**config.mk**
```make
export PLATFORM = sky130hd
export DESIGN_NAME = mem_arbiter_flat
export DESIGN_NICKNAME = d
export VERILOG_FILES = /design/src/rtl/mem_arbiter_if.sv /design/src/rtl/mem_arbiter.sv /design/src/flat_wrapper.sv
export SDC_FILE = /design/constraint.sdc
export NUM_CORES = 1
export LEC_CHECK = 0
export BUFFER_PORTS_ARGS = -buffer_cell sky130_fd_sc_hd__clkbuf_2
export CORE_UTILIZATION = 35
export CTS_CLUSTER_SIZE = 8
export DETAILED_ROUTE_END_ITERATION = 7
export SETUP_SLACK_MARGIN = 0.5
export SLEW_MARGIN = 10
export SYNTH_ARGS = -nofsm -noshare
export SYNTH_HDL_FRONTEND = slang
export SYNTH_SLANG_ARGS = --single-unit
```
**constraint.sdc**
```tcl
create_clock -name clk -period 4.52 [get_ports clk]
set_input_delay 0.226 -clock clk [delete_from_list [all_inputs] [get_ports clk]]
set_output_delay 0.226 -clock clk [all_outputs]
set_load 0.05 [all_outputs]
```
**src/rtl/mem_arbiter_if.sv**
```systemverilog
// Bundles the fetch, MEM-stage and shared-SRAM signals of the memory arbiter.
// The slave modport is the arbiter's view. The master modport is the view of the environment, which holds the requesters and the SRAM.
interface mem_arbiter_if;
  logic        if_req;
  logic [31:0] if_addr;
  logic [31:0] if_rdata;
  logic        if_ready;
  logic        mem_rd;
  logic        mem_wr;
  logic [31:0] mem_addr;
  logic [31:0] mem_wdata;
  logic [31:0] mem_rdata;
  logic        mem_ready;
  logic        sram_en;
  logic        sram_we;
  logic [31:0] sram_addr;
  logic [31:0] sram_wdata;
  logic [31:0] sram_rdata;
  logic        sram_ack;
  logic        freeze;
  logic        err;

  modport slave (
    input  if_req, if_addr, mem_rd, mem_wr, mem_addr, mem_wdata, sram_rdata, sram_ack,
    output if_rdata, if_ready, mem_rdata, mem_ready, sram_en, sram_we, sram_addr,
           sram_wdata, freeze, err
  );

  modport master (
    output if_req, if_addr, mem_rd, mem_wr, mem_addr, mem_wdata, sram_rdata, sram_ack,
    input  if_rdata, if_ready, mem_rdata, mem_ready, sram_en, sram_we, sram_addr,
           sram_wdata, freeze, err
  );
endinterface

```
**src/rtl/mem_arbiter.sv**
```systemverilog
// Arbitrates instruction fetch and MEM-stage accesses onto one SRAM port. The arbiter favours MEM, but when both requesters were waiting and MEM won last time, IF wins.
// Latency: grant -> ack -> one-cycle ready, with the next grant possible one cycle later. A requester stalls through freeze until its ready arrives.
module mem_arbiter #(
  parameter int          TIMEOUT  = 16,
  parameter logic [31:0] ERR_DATA = 32'hDEADBEEF
) (
  input  logic           clk,
  input  logic           rst,
  mem_arbiter_if.slave   bus
);

  localparam int CW = (TIMEOUT > 1) ? $clog2(TIMEOUT) : 1;
  localparam logic [CW-1:0] CNT_LAST = CW'(TIMEOUT - 1);

  typedef enum logic [1:0] {IDLE, IF_ACC, MEM_ACC, RESP} state_t;

  state_t      state_q, state_d;
  logic [31:0] addr_q, wdata_q, if_rdata_q, mem_rdata_q, rdata_nxt;
  logic [CW-1:0] cnt_q;
  logic        we_q, is_mem_q, last_mem_q, err_q;
  logic        mem_pend, in_acc, gnt_if, gnt_mem, done, abort;

  assign mem_pend = bus.mem_rd | bus.mem_wr;
  assign in_acc   = (state_q == IF_ACC) || (state_q == MEM_ACC);

  always_ff @(posedge clk or negedge rst) begin
    if (!rst) state_q <= IDLE;
    else      state_q <= state_d;
  end

  always_comb begin
    state_d = state_q;
    gnt_if  = 1'b0;
    gnt_mem = 1'b0;
    done    = 1'b0;
    abort   = 1'b0;
    case (state_q)
      IDLE: begin
        // MEM wins unless it also won last time and IF is waiting too
        if (mem_pend && !(bus.if_req && last_mem_q)) begin
          gnt_mem = 1'b1;
          state_d = MEM_ACC;
        end else if (bus.if_req) begin
          gnt_if  = 1'b1;
          state_d = IF_ACC;
        end
      end
      IF_ACC, MEM_ACC: begin
        if (bus.sram_ack) begin
          done    = 1'b1;
          state_d = RESP;
        end else if (cnt_q == CNT_LAST) begin
          abort   = 1'b1;
          state_d = RESP;
        end
      end
      RESP:    state_d = IDLE;
      default: state_d = IDLE;
    endcase
  end

  assign rdata_nxt = abort ? ERR_DATA : bus.sram_rdata;

  always_ff @(posedge clk or negedge rst) begin
    if (!rst) begin
      addr_q      <= '0;
      wdata_q     <= '0;
      we_q        <= 1'b0;
      is_mem_q    <= 1'b0;
      last_mem_q  <= 1'b0;
      cnt_q       <= '0;
      err_q       <= 1'b0;
      if_rdata_q  <= '0;
      mem_rdata_q <= '0;
    end else begin
      if (gnt_if || gnt_mem) begin
        addr_q     <= gnt_mem ? bus.mem_addr : bus.if_addr;
        wdata_q    <= gnt_mem ? bus.mem_wdata : '0;
        we_q       <= gnt_mem & bus.mem_wr;
        is_mem_q   <= gnt_mem;
        last_mem_q <= gnt_mem;
        cnt_q      <= '0;
        // A request that is both a load and a store runs as a store and is flagged
        if (gnt_mem && bus.mem_rd && bus.mem_wr) err_q <= 1'b1;
      end
      if (in_acc) cnt_q <= (done || abort) ? '0 : cnt_q + 1'b1;
      if (abort) err_q <= 1'b1;
      if ((done || abort) && !we_q) begin
        if (is_mem_q) mem_rdata_q <= rdata_nxt;
        else          if_rdata_q  <= rdata_nxt;
      end
    end
  end

  assign bus.sram_en    = in_acc;
  assign bus.sram_we    = (state_q == MEM_ACC) && we_q;
  assign bus.sram_addr  = in_acc ? addr_q  : '0;
  assign bus.sram_wdata = in_acc ? wdata_q : '0;
  assign bus.if_ready   = (state_q == RESP) && !is_mem_q;
  assign bus.mem_ready  = (state_q == RESP) && is_mem_q;
  assign bus.if_rdata   = if_rdata_q;
  assign bus.mem_rdata  = mem_rdata_q;
  assign bus.err        = err_q;
  assign bus.freeze     = (bus.if_req & ~bus.if_ready) | (mem_pend & ~bus.mem_ready);

endmodule
```
**src/flat_wrapper.sv**
```systemverilog
// flat-port wrapper written by rule: the top's interface ports become plain ports
module mem_arbiter_flat 
#(
  parameter int          TIMEOUT  = 16,
  parameter logic [31:0] ERR_DATA = 32'hDEADBEEF
)
  (clk, rst, bus_if_req, bus_if_addr, bus_mem_rd, bus_mem_wr, bus_mem_addr, bus_mem_wdata, bus_sram_rdata, bus_sram_ack, bus_if_rdata, bus_if_ready, bus_mem_rdata, bus_mem_ready, bus_sram_en, bus_sram_we, bus_sram_addr, bus_sram_wdata, bus_freeze, bus_err);
  mem_arbiter_if bus_i ();
  input  logic clk;
  input  logic rst;
  input wire logic [$bits(bus_i.if_req)-1:0] bus_if_req;
  input wire logic [$bits(bus_i.if_addr)-1:0] bus_if_addr;
  input wire logic [$bits(bus_i.mem_rd)-1:0] bus_mem_rd;
  input wire logic [$bits(bus_i.mem_wr)-1:0] bus_mem_wr;
  input wire logic [$bits(bus_i.mem_addr)-1:0] bus_mem_addr;
  input wire logic [$bits(bus_i.mem_wdata)-1:0] bus_mem_wdata;
  input wire logic [$bits(bus_i.sram_rdata)-1:0] bus_sram_rdata;
  input wire logic [$bits(bus_i.sram_ack)-1:0] bus_sram_ack;
  output wire logic [$bits(bus_i.if_rdata)-1:0] bus_if_rdata;
  output wire logic [$bits(bus_i.if_ready)-1:0] bus_if_ready;
  output wire logic [$bits(bus_i.mem_rdata)-1:0] bus_mem_rdata;
  output wire logic [$bits(bus_i.mem_ready)-1:0] bus_mem_ready;
  output wire logic [$bits(bus_i.sram_en)-1:0] bus_sram_en;
  output wire logic [$bits(bus_i.sram_we)-1:0] bus_sram_we;
  output wire logic [$bits(bus_i.sram_addr)-1:0] bus_sram_addr;
  output wire logic [$bits(bus_i.sram_wdata)-1:0] bus_sram_wdata;
  output wire logic [$bits(bus_i.freeze)-1:0] bus_freeze;
  output wire logic [$bits(bus_i.err)-1:0] bus_err;
  assign bus_i.if_req = bus_if_req;
  assign bus_i.if_addr = bus_if_addr;
  assign bus_i.mem_rd = bus_mem_rd;
  assign bus_i.mem_wr = bus_mem_wr;
  assign bus_i.mem_addr = bus_mem_addr;
  assign bus_i.mem_wdata = bus_mem_wdata;
  assign bus_i.sram_rdata = bus_sram_rdata;
  assign bus_i.sram_ack = bus_sram_ack;
  assign bus_if_rdata = bus_i.if_rdata;
  assign bus_if_ready = bus_i.if_ready;
  assign bus_mem_rdata = bus_i.mem_rdata;
  assign bus_mem_ready = bus_i.mem_ready;
  assign bus_sram_en = bus_i.sram_en;
  assign bus_sram_we = bus_i.sram_we;
  assign bus_sram_addr = bus_i.sram_addr;
  assign bus_sram_wdata = bus_i.sram_wdata;
  assign bus_freeze = bus_i.freeze;
  assign bus_err = bus_i.err;
  mem_arbiter #(.TIMEOUT(TIMEOUT), .ERR_DATA(ERR_DATA)) u_core (.clk(clk), .rst(rst), .bus(bus_i));
endmodule
```
# [Word-level counts from Yosys, hierarchy flattened]
# Cells that the tools add are included.
[word_totals] reg_bits=137 inputBits=134 out_inout_bits=134 wordCells=73
[op_classes] n_addsub=1 n_eq_ne=6 n_mux=26 bitwise=8 n_reduce_logical=23
[op_table] op="32-bit 2-to-1 mux" n=5
[op_table] op="1-bit 2-to-1 mux" n=13
[op_table] op="4-bit 2-to-1 mux" n=3
[op_table] op="1-bit logical AND" n=8
[op_table] op="2-bit 2-to-1 mux" n=4
[op_table] op="2-bit AND reduction" n=4
[op_table] op="3-bit by 2-bit inequality test with 1-bit output (second input constant)" n=2
[op_table] op="2-bit one-hot mux with 3 select lines" n=1
[op_table] op="2-bit nonzero test" n=3
[op_table] op="4-bit by 1-bit adder with 4-bit output (second input constant)" n=1
[op_table] op="2-bit equality test (second input constant)" n=2
[op_table] op="4-bit equality test (second input constant)" n=1
[op_table] op="1-bit AND" n=3
[op_table] op="1-bit logical NOT" n=3
[op_table] op="1-bit logical OR" n=3
[op_table] op="1-bit NOT" n=3
[op_table] op="2-bit by 1-bit equality test with 1-bit output (second input constant)" n=1
[op_table] op="2-bit logical NOT" n=1
[op_table] op="1-bit bitwise OR" n=2
[op_table] op="2-bit OR reduction" n=1

# [Depth between registers and ports, before layout]
# Gate-level depths: netlist of the first run.
[depth] depth_word=10 mapped_depth=8 mapped_depth_nobuf=5

# [Worst setup path before layout of the first run]
# Ideal clock, no wire load.
[synth_path] path_type="register -> output" from="reg u_core.state_q[0]" to="out bus_freeze" arrival_ps=2222 required_ps=4294 path_slack_ps=2072 stages_incl_launch_ff=5 n_path_buf=0 cell_sequence="dfrtp_1 ha_1 nor2b_1 o21ai_0 a21boi_0"
[synth_between] elab_chain_len=5 elab_cells_between_ends=8 cone_classes="eq/ne: 1; bitwise: 5; reduce/logical: 2"
[synth_lines] item="start: declaration" line="mem_arbiter.sv:17" source="state_t state_q, state_d;"
[synth_lines] item="start signal: assignment" line="mem_arbiter.sv:28" source="else state_q <= state_d;"
[synth_lines] item="2-bit equality test" line="mem_arbiter.sv:99" source="assign bus.if_ready = (state_q == RESP) && !is_mem_q;"
[synth_lines] item="1-bit logical AND" line="mem_arbiter.sv:99"
[synth_lines] item="via bus_if_ready" line="flat_wrapper.sv:20" source="output wire logic [$bits(bus_i.if_ready)-1:0] bus_if_ready;"
[synth_lines] item="1-bit NOT" line="mem_arbiter.sv:104" source="assign bus.freeze = (bus.if_req & ~bus.if_ready) | (mem_pend & ~bus.mem_ready);"
[synth_lines] item="1-bit AND" line="mem_arbiter.sv:104"
[synth_lines] item="1-bit bitwise OR" line="mem_arbiter.sv:104"
[synth_lines] item="end: declaration" line="flat_wrapper.sv:27" source="output wire logic [$bits(bus_i.freeze)-1:0] bus_freeze;"
# The timed path passes the listed nets, and every way through them passes these cells.

# [Worst setup path after layout of the first run]
[layout_path] from="reg u_core.state_q[1]" to="out bus_sram_addr[3]"
[layout_between] elab_chain_len=3 elab_cells_between_ends=4 cone_classes="eq/ne: 2; mux: 1; reduce/logical: 1"
[layout_lines] item="2-bit by 1-bit equality test with 1-bit output / 2-bit equality test (equally long branches)" line="mem_arbiter.sv:24" source="assign in_acc = (state_q == IF_ACC) || (state_q == MEM_ACC);"
[layout_lines] item="1-bit logical OR (*)" line="mem_arbiter.sv:24"
[layout_lines] item="32-bit 2-to-1 mux (*)" line="mem_arbiter.sv:97" source="assign bus.sram_addr = in_acc ? addr_q : '0;"
[layout_lines] item="end: declaration" line="flat_wrapper.sv:25" source="output wire logic [$bits(bus_i.sram_addr)-1:0] bus_sram_addr;"
# Every way passes the cells marked *; elsewhere a longest branch is shown, timed or not.

==> summary.md, run 1 <==
| Metric | Value |
|---|---|
| Critical R2R Launch | u_core.state_q[1] |
| Detailed placer's ending HPWL | around 12 mm |
| Wire length per cell | ~16 um |
| Async set-reset flop share out of synthesis | 100.0% |
| Core region area | 17,960 um^2 |
| EDFF count, synth | 0 |
| Ys flop type | dfrtp_1 |
| Post-Syn Instances | approximately 600 |
| Clock tree buffer depth | 2 |
| Share of layout cells above drive strength 1 | a little under two fifths |
| Congestion Overflow GR | 0 |
| DR vias/cell | roughly 4.8 |
| Syn-to-layout area delta | 32.72% |
| Post-route ant nets | 0 |
| Crit. End Element | primary output |
| Synth warnings | 0 |
| Port buffer count | 267 |
| Global-route wire length before repair | about 27 mm |
| Sink Count | approximately 140 |
| FMAX | around 0.37 GHz |
| Die height | approximately 140 um |
| Netlist cell types | 37 |
| GPL Wtd Cong | ~0.76 |
| IO Pins | 268 |
| CP required | between 4000 and 5000 ps |
| Total number of vias | 5,281 |
| CP Data Arrival Time | roughly 2500 ps |
| Clock transition at the registers of the reported paths | approximately 60 ps |
| Crit share post-route | 60.07% |
| Largest net degree at the start of global routing | 97 |
| Slew Viols, Final | 0 |
| CP cell instances | inv_1 -> ha_2 -> buf_4 -> and2_1 -> clkbuf_2 |
| Slew at the pin closest to its max-slew limit | ~1000 ps |
| Die ar. | approximately 19,000 um^2 |
| Post-Syn Area | 6425 um^2 |
| Avg Inst Size Synth | 10.67 um^2 |
| Slew margin rel. | ~32% |
| Status | finished, final reports clean |
| Count of final hold-check violations | 0 |
| Setup crit start | u_core.state_q[1] |
| Final net count | about 990 |
| Final setup TNS | 0 ps |
| GRT Total Usage | a little under a fifth |
| Antenna violations before repair | 0 |
| Post-Route WL | 17.50 mm |
| Row cnt | 49 |
| Fin crit period | between 2000 and 3000 ps |
| Endpoints failing setup | 0 |
| CP max-delay cell | ha_2 |
| DRC violation count after routing | 0 |
| Diodes inserted | 0 |
| Critical path type | reg2out |
| DIE WIDTH | between 100 and 150 um |
| Max incr delay on CP | 610 ps |
| Hold Startpoint | bus_mem_wdata[31] |
| Max-cap viol count | 0 |
| CP max FO | between 40 and 50 |
| CTS tree | done |
| FILL cells | about 1,700 |
| Seq cells post-synth | around 140 |
| Register area share after synthesis | ~53% |
| Vias in the first global route | approximately 5,200 |
| CTS root buf | clkbuf_16 |
| H-tree depth | 4 |
| Initial DRC count | 203 |
| Hold WC Path Type | in2reg |
| Worst Skew | a little under 10 ps |
| Worst skew pair latency | around 420 ps |
| Startpoint Class | flop |
| Starting Density | approximately 36% |
| Initial DRT Pass Iterations | 4 |
| CTS Buf Count | 17 |
| Unrepaired setup endpoints after global routing | false |
| Syn nets | 741 |
-- through the flow --
stage | cells | instance area [um^2] | util, % | setup WS, ps | hold WS, ps
6_report | 1094 | 8527 | 47.47 | 1805 | 21.31
5_1_grt | 1094 | 8527 | 47.47 | 1591 | 7.255
4_1_cts | 1094 | 8514 | 47.40 | 1722 | 4.310
3_5_place_dp | 1061 | 7905 | 44.01 | 1878 | 397.6
3_3_place_gp | 1061 | 7905 | 44.01 | 1947 | 392.3
2_1_floorplan | 602 | 6425 | - | 2072 | -69.59
-- sequential cells by signal, indices dropped and copies added, names as in the netlist, 2 cells and up --
name	cells
u_core.state_q	2
u_core.bus.if_rdata	32
u_core.wdata_q	32
u_core.addr_q	32
u_core.cnt_q	4
u_core.bus.mem_rdata	32
-- cell usage in the layout (no fill, tap or decap), types with 2 or more instances in the layout --
cell type	synthesis	layout
a21boi_0	9	9
a21oi_1	58	58
a22o_1	35	35
and2_1	68	68
buf_4	5	12
bufinv_16	0	3
clkbuf_1	20	2
clkbuf_16	0	17
clkbuf_2	0	266
clkinv_2	0	2
clkinvlp_4	0	3
dfrtp_1	137	137
ha_1	5	4
inv_1	51	51
inv_6	0	4
mux2_1	6	6
mux2_2	6	6
mux2_4	6	6
mux2i_1	50	50
nand2_1	33	33
nor2_1	4	4
nor3_1	2	2
o21ai_0	65	65
-- metal layers --
metal | vias to the layer above | wire length (um) | global-route usage [%]
met2 | 205 | 8130 | 30.23
met1 | 2524 | 7769 | 24.56
li1 | 2533 | - | -
met3 | 19 | 1374 | 4.967
met4 | 0 | 229 | 6.349
met5 | - | 0 | 0
-- timing repair --
action                     4_1_cts  5_1_grt
resized for setup                0        0
hold endpoints to repair        95        0
setup buffers                    0        0
hold buffers                     1        0
setup endpoints to repair        0        0
-- worst max-delay path: cells and delay by family, from the launching register on --
family	cells	cell delay, ps
adders and majority gates	1	610
buffers and inverters	3	840
DFF	1	380
and+or+nand+nor	1	230
-- cell families (layout without fill, tap and decap cells) --
kind of cell	Yosys count	after routing	share of synthesized area, %
buffers and inverters	100	363	7.244
AO/OA/AOI/OAI	176	176	16.98
AND/OR/NAND/NOR	116	116	10.15
adder cells (fa/ha/maj)	5	5	0.9737
flip-flops	137	137	53.36
multiplexers	68	68	11.29
-- Yosys cell counts, types with 2 or more instances --
master | number | share of area (%)
dfrtp_1 | 137 | 53
and2_1 | 68 | 6.6
o21ai_0 | 65 | 5.1
a21oi_1 | 58 | 4.5
inv_1 | 51 | 3.0
mux2i_1 | 50 | 7.8
a22o_1 | 35 | 4.8
nand2_1 | 33 | 1.9
clkbuf_1 | 20 | 1.2
buf_2 | 18 | 1.4
a21boi_0 | 9 | 1.1
mux2_1 | 6 | 1.1
mux2_2 | 6 | 1.1
mux2_4 | 6 | 1.4
buf_4 | 5 | 0.58
buf_6 | 5 | 0.88
ha_1 | 5 | 0.97
nor2_1 | 4 | 0.23
nor2b_1 | 2 | 0.19
nor3_1 | 2 | 0.16
-- path summary, 6_finish.rpt --
kind | slack [ps] | end | cells past startpoint
max in group asynchronous | 2980 | u_core.wdata_q[24] | 3
min | 20 | u_core.wdata_q[31] | 2
min in group asynchronous | 460 | u_core.bus.if_rdata[6] | 2
max | 1800 | bus_sram_addr[3] | 5
max reg2reg | 1910 | u_core.bus.mem_rdata[14] | 5
min reg2reg | 470 | u_core.addr_q[20] | 2
-- area by class of cell --
| type | count | area [um^2] | area share (%) |
|---|---|---|---|
| flip-flops and latches | 137 | 3428 | 40.21 |
| well taps | 229 | 286.5 | 3.360 |
| repair buffers | 280 | 1443 | 16.92 |
| inverters | 51 | 191.4 | 2.245 |
| multi-input cells | 365 | 2579 | 30.24 |
| clock inverters | 13 | 166.4 | 1.952 |
| clock buffers | 19 | 432.9 | 5.077 |
Power of run 1 is not shown: default switching activity piles up to over one toggle a cycle in this logic, so the estimate is an artifact.
==> inputs of run 2 (changes only) <==
Clock period 4.52 ns to 2.4 ns, I/O delays scaled along.
==> summary.md, run 2 (synthesized netlist as in run 1, its figures left out) <==
| Metric | Value |
|---|---|
| Die height | 137.5 um (unchanged) |
| Crit. End Element | primary output |
| Diodes inserted | 0 (unchanged) |
| CP most frequent cell | buf_6 |
| DIE WIDTH | 137.5 um (unchanged) |
| Place WS | 522.4 ps (-1355 ps) |
| Worst hold slack | 2.990 ps (-18.32 ps) |
| Final setup margin | 513.9 ps (-1291 ps) |
| Sink Count | 137 (unchanged) |
| Initial DRT Pass Iterations | 5 (+1) |
| Initial DRC count | 290 (+43%) |
| H-tree depth | 4 (unchanged) |
| Delay-heaviest family, CP | buffers and inverters |
| Final net count | 1,113 (+12%) |
| Clock transition at the registers of the reported paths | 60 ps (about the same) |
| Row cnt | 49 (unchanged) |
| Slew margin rel. | 43.04% (+11 points) |
| Worst skew pair latency | 420 ps (about the same) |
| Detailed placer's ending HPWL | 11.42 mm (-1.3%) |
| Port buffer count | 267 (unchanged) |
| CP cell instances | inv_2 -> ha_4 -> buf_6 -> buf_8 -> and2_1 -> buf_6 |
| GRT Total Usage | 19.77% (+0.90 points) |
| Peak VDD IR | ~1100 uV |
| CP max FO | 10 (-79%) |
| Buf+Inv Stages, Crit Path | 4 (+1) |
| Syn-to-layout area delta | 65.08% |
| Final Cell Area | 10,610 um^2 (+24%) |
| IO Pins | 268 (unchanged) |
| CP Data Arrival Time | 1770 ps (-720 ps) |
| CP required | 2280 ps (-2010 ps) |
| Wire length per cell | 17.17 um (+7.3%) |
| Post-route ant nets | 0 (unchanged) |
| Antenna violations before repair | 0 (unchanged) |
| Worst Skew | 10.24 ps (+0.5995 ps) |
| CTS root buf | clkbuf_16 |
| Placed Area | 8010 um^2 (+1.3%) |
| Power density over the cells | between 1500 and 2000 nW/um^2 |
| Count of final hold-check violations | 0 (unchanged) |
| Max-cap viol count | 0 (unchanged) |
| Endpoints failing setup | 0 (unchanged) |
| Startpoint Class | flop |
| CTS Buf Count | 17 (unchanged) |
| Share of layout cells above drive strength 1 | 41.54% (+3.5 points) |
| Crit share post-route | 78.59% |
| Slew Viols, Final | 0 (unchanged) |
| Core region area | 17,960 um^2 (unchanged) |
| Total number of vias | 5,971 (+13%) |
| Global-route wire length before repair | 28.75 mm (+5.8%) |
| Starting Density | 35.77% (unchanged) |
| Total power | 0.01855 W |
| Unrepaired setup endpoints after global routing | true |
| Max incr delay on CP | 380 ps (-230 ps) |
| DRC violation count after routing | 0 (unchanged) |
| GPL Wtd Cong | 0.7452 (-2.3%) |
| Final setup TNS | 0 ps (unchanged) |
| Largest net degree at the start of global routing | 57 (-41%) |
| CP max-delay cell | dfrtp_1 |
| Critical path type | reg2out |
| FMAX | ~0.53 GHz |
| Fin crit period | roughly 1900 ps |
| Clock tree buffer depth | 2 (unchanged) |
| Commonest non-fill, non-tap cell in the layout | clkbuf_2 |
| Slew at the pin closest to its max-slew limit | 849.4 ps (-161.1 ps) |
| Vias in the first global route | 5,830 (+11%) |
| Die ar. | 18,900 um^2 (unchanged) |
| Leakage power | about 5.2 nW |
| Post-Route WL | 20.88 mm (+19%) |
| CTS tree | done |
| Status | finished, final reports clean |
| Hold WC Path Type | in2reg |
| Congestion Overflow GR | 0 (unchanged) |
| Commonest non-fill, non-tap cells in the layout | 200 x clkbuf_2, 137 x dfrtp_1, 90 x dlygate4sd3_1 |
| DR vias/cell | 4.910 (+1.7%) |
==> run 2: cell types whose count changed in the layout (fill, tap and decap cells not counted), moves of 3 or more <==
cell,previous run,this run
dlygate4sd3_1,1,90
clkbuf_2,266,200
buf_8,0,44
and2_1,68,25
and2_4,0,43
buf_6,1,32
buf_12,0,8
clkbuf_16,17,25
buf_4,12,19
clkinv_2,2,5
==> run 2: tightest hold or removal path: cells and delay by family <==
kind,cells,cell delay [ps]
buffers and inverters,1,80
AO/OA/AOI/OAI,2,190
==> run 2: final cells by class <==
type                    count  area (um^2)
fillers                  1465         7357
repair buffers            402         3431
flip-flops and latches    137         3428
multi-input cells         365         2693
clock buffers              17        425.4
well taps                 229        286.5
inverters                  51        191.4
clock inverters            15        151.4
==> run 2: final timing paths <==
path                                    from                       end  slack (ps)  cells after the start
max reg2reg                u_core.state_q[1]   u_core.bus.if_rdata[29]         520                      6
min in group asynchronous                rst  u_core.bus.mem_rdata[12]         220                      2
min                         bus_mem_addr[20]         u_core.addr_q[20]           3                      3
max in group asynchronous                rst         u_core.addr_q[19]        1490                      3
max                        u_core.state_q[1]        bus_sram_wdata[11]         510                      6
min reg2reg                 u_core.addr_q[4]          u_core.addr_q[4]         470                      2
==> run 2: per-layer routing <==
layer / track usage [%] / wire length [um]
met1: 23.25 / 8718
met2: 33.22 / 10210
met3: 6.770 / 1554
met4: 7.204 / 396
met5: 0 / 0
==> run 2: metrics by stage <==
step	std cells	util [%]
floorplan	602	-
finish	1216	59.04
global route	1216	59.04
detailed placement	1067	44.59
CTS	1189	54.22
global placement	1067	44.59
==> run 2: timing repair <==
| item | in CTS | in global routing |
|---|---|---|
| gates resized for setup | 81 | 215 |
| endpoints found under the hold margin | 140 | 0 |
| setup buffers | 0 | 15 |
| pin swaps | 0 | 2 |
| hold buffers | 90 | 0 |
| endpoints found under the setup margin | 66 | 135 |
| cloned | 0 | 12 |
==> run 2: power by group <==
group	leakage, nW	switching [W]	internal (W)
combinational	3.27	0.00728	0.00466
sequential	1.66	0.000642	0.00339
clock	0.279	0.00105	0.00153
total	5.21	0.00897	0.00958
(Power assumes the default switching activity.)
==> inputs of run 3 (changes only) <==
Settings changed: ABC_AREA from default to 1.
Clock period 2.4 ns to 1.9 ns, I/O delays scaled along.
==> summary.md, run 3 <==
| Metric | Value |
|---|---|
| Final net count | 1,438 (+29%) |
| Most frequent cell after synthesis | nand2_1 |
| Post-synth top area share | 51.74% (-1.6 points) |
| FMAX | roughly 0.52 GHz |
| Hold WC Path Type | in2reg |
| Worst Skew | 9.901 ps (-0.3417 ps) |
| Wire length per cell | 16.28 um (-5.2%) |
| Core region area | 18,270 um^2 (+1.7%) |
| Ys flop type | dfrtp_1 |
| CP max FO | 6 (-4) |
| CTS tree | done |
| Count of final hold-check violations | 0 (unchanged) |
| Die ar. | 19,490 um^2 (+3.1%) |
| EDFF count, synth | 0 (unchanged) |
| Clock tree buffer depth | 2 (unchanged) |
| Commonest non-fill, non-tap cell in the layout | nand2_1 |
| Largest net degree at the start of global routing | 42 (-26%) |
| Antenna violations before repair | 0 (unchanged) |
| Synth warnings | 0 (unchanged) |
| Commonest non-fill, non-tap cells in the layout | 294 x nand2_1, 197 x clkbuf_2, 137 x dfrtp_1 |
| Crit share post-route | 100.6% |
| IO Pins | 268 (unchanged) |
| Share of layout cells above drive strength 1 | 43.75% (+2.2 points) |
| Clock transition at the registers of the reported paths | 70 ps (about the same) |
| GRT Total Usage | 24.49% (+4.7 points) |
| Placed Area | 8522 um^2 (+6.4%) |
| Leakage power | 6.460 nW (+24%) |
| Total number of vias | 7,218 (+21%) |
| Port buffer count | 267 (unchanged) |
| Row cnt | 49 (unchanged) |
| Avg Inst Size Synth | 7.643 um^2 (-28%) |
| Congestion Overflow GR | 0 (unchanged) |
| Final Cell Area | 12,430 um^2 (+17%) |
| Post-Syn Instances | 867 (+44%) |
| Slew Viols, Final | 0 (unchanged) |
| DR vias/cell | 4.684 (-4.6%) |
| Seq cells post-synth | 137 (unchanged) |
| Total power | 0.02617 W (+41%) |
| Initial DRT Pass Iterations | 5 (unchanged) |
| Main area contributors after synthesis | dfrtp_1 52%, nand2_1 22%, inv_1 8.3%, o21ai_1 3.3%, nand3_1 2.9% |
| CP required | 1800 ps (-480 ps) |
| Worst skew pair latency | 420 ps (about the same) |
| Netlist cell types | 26 (-30%) |
| Unrepaired setup endpoints after global routing | true |
| Fin crit period | 1912 ps |
| Syn-to-layout area delta | 87.59% |
| Slew margin rel. | 70.82% (+28 points) |
| Post-route ant nets | 0 (unchanged) |
| Post-Route WL | 25.09 mm (+20%) |
| Register area share after synthesis | 51.74% (-1.6 points) |
| Global-route wire length before repair | 37.10 mm (+29%) |
| Synth area leader | dfrtp_1 |
| Max-cap viol count | 0 (unchanged) |
| Peak VDD IR | 1422 uV (+30%) |
| H-tree depth | 4 (unchanged) |
| CTS Buf Count | 17 (unchanged) |
| Final setup margin | -11.70 ps (-525.6 ps) |
| Power density over the cells | 2106 nW/um^2 (+20%) |
| Sink Count | 137 (unchanged) |
| Initial DRC count | 295 (+1.7%) |
| Final setup TNS | -11.70 ps (-11.70 ps) |
| Startpoint Class | flop |
| Vias in the first global route | 7,244 (+24%) |
| Starting Density | 36.27% (+0.50 points) |
| Slew at the pin closest to its max-slew limit | 437.7 ps (-411.7 ps) |
| CTS root buf | clkbuf_16 |
| Status | complete, but fails checks |
| Critical path type | reg2out |
| Crit. End Element | primary output |
| Endpoints failing setup | 1 (+1) |
| GPL Wtd Cong | 0.7575 (+1.7%) |
| Failing checks | negative setup slack |
| Syn nets | 1,006 (+36%) |
| CP Data Arrival Time | 1820 ps (+50 ps) |
| DIE WIDTH | 139.6 um (+1.5%) |
| Die height | 139.6 um (+1.5%) |
| Post-Syn Area | 6626 um^2 (+3.1%) |
| Most frequent cells after synthesis | 388 x nand2_1, 146 x inv_1, 137 x dfrtp_1 |
| Place WS | 164.5 ps (-358.0 ps) |
| Async set-reset flop share out of synthesis | 100.0% (unchanged) |
| Detailed placer's ending HPWL | 12.78 mm (+12%) |
| Diodes inserted | 0 (unchanged) |
| DRC violation count after routing | 0 (unchanged) |
| Worst hold slack | 12.22 ps (+9.227 ps) |
==> run 3: repair_timing <==
action / 4_1_cts / 5_1_grt
setup buffers: 15 / 11
gates cloned: 10 / 11
pin swaps: 3 / 14
setup endpoints to repair: 205 / 206
hold endpoints to repair: 244 / 1
hold buffers: 122 / 1
resized for setup: 213 / 161
==> run 3: layer usage <==
metal,part of all wire [%],up-vias,GRT usage (%)
met2,51,318,42.16
met3,7.3,36,6.986
met1,40,3422,29.33
li1,-,3442,-
met5,0,-,0
met4,2.1,0,8.271
==> run 3: worst max-delay path, cell delays in order, from the launching register on <==
cell,delay [ps]
dfrtp_1,400
inv_2,90
ha_4,220
buf_4,160
buf_16,150
nand2_2,100
clkinvlp_4,120
buf_8,160
==> run 3: power breakdown <==
part	internal, W	switching [W]	leakage (nW)
clock	0.00190	0.00145	0.283
sequential	0.00424	0.00102	1.73
combinational	0.00678	0.0108	4.45
==> run 3: worst paths after layout <==
kind,startpoint,endpoint,slack (ps),cells past startpoint
worst max-delay path,u_core.state_q[1],bus_sram_addr[22],-10,7
worst min-delay path,bus_mem_addr[18],u_core.addr_q[18],10,5
worst max register to register,u_core.state_q[1],u_core.bus.mem_rdata[20],50,11
worst min register to register,u_core.bus.if_rdata[25],u_core.bus.if_rdata[25],490,2
max in group asynchronous,rst,u_core.bus.if_rdata[16],1070,3
min in group asynchronous,rst,u_core.bus.if_rdata[10],160,2
==> run 3: logic make-up after synthesis <==
group                    count (synthesis)  share of synthesized area (%)
buffers and inverters                  189                          12.73
XOR/XNOR                                 1                         0.1322
adder cells (fa/ha/maj)                  5                         0.9441
AO/OA/AOI/OAI                           70                          6.307
flip-flops                             137                          51.74
AND/OR/NAND/NOR                        465                          28.15
==> run 3: cell type report <==
class	count	area (um^2)
Tap cell	229	286.5
Clock buffer	18	439.2
Clock inverter	14	155.1
Multi-Input combinational cell	541	2879
Timing Repair Buffer	454	4434
Inverter	148	808.3
Fill cell	1372	5839
Sequential cell	137	3428
==> run 3: per-stage QoR <==
| step | util [%] | std cells |
|---|---|---|
| after floorplan | - | 867 |
| final | 68.04 | 1541 |
| after detailed placement | 46.64 | 1339 |
| after global placement | 46.64 | 1339 |
| after global routing | 68.04 | 1541 |
| after CTS | 63.63 | 1518 |
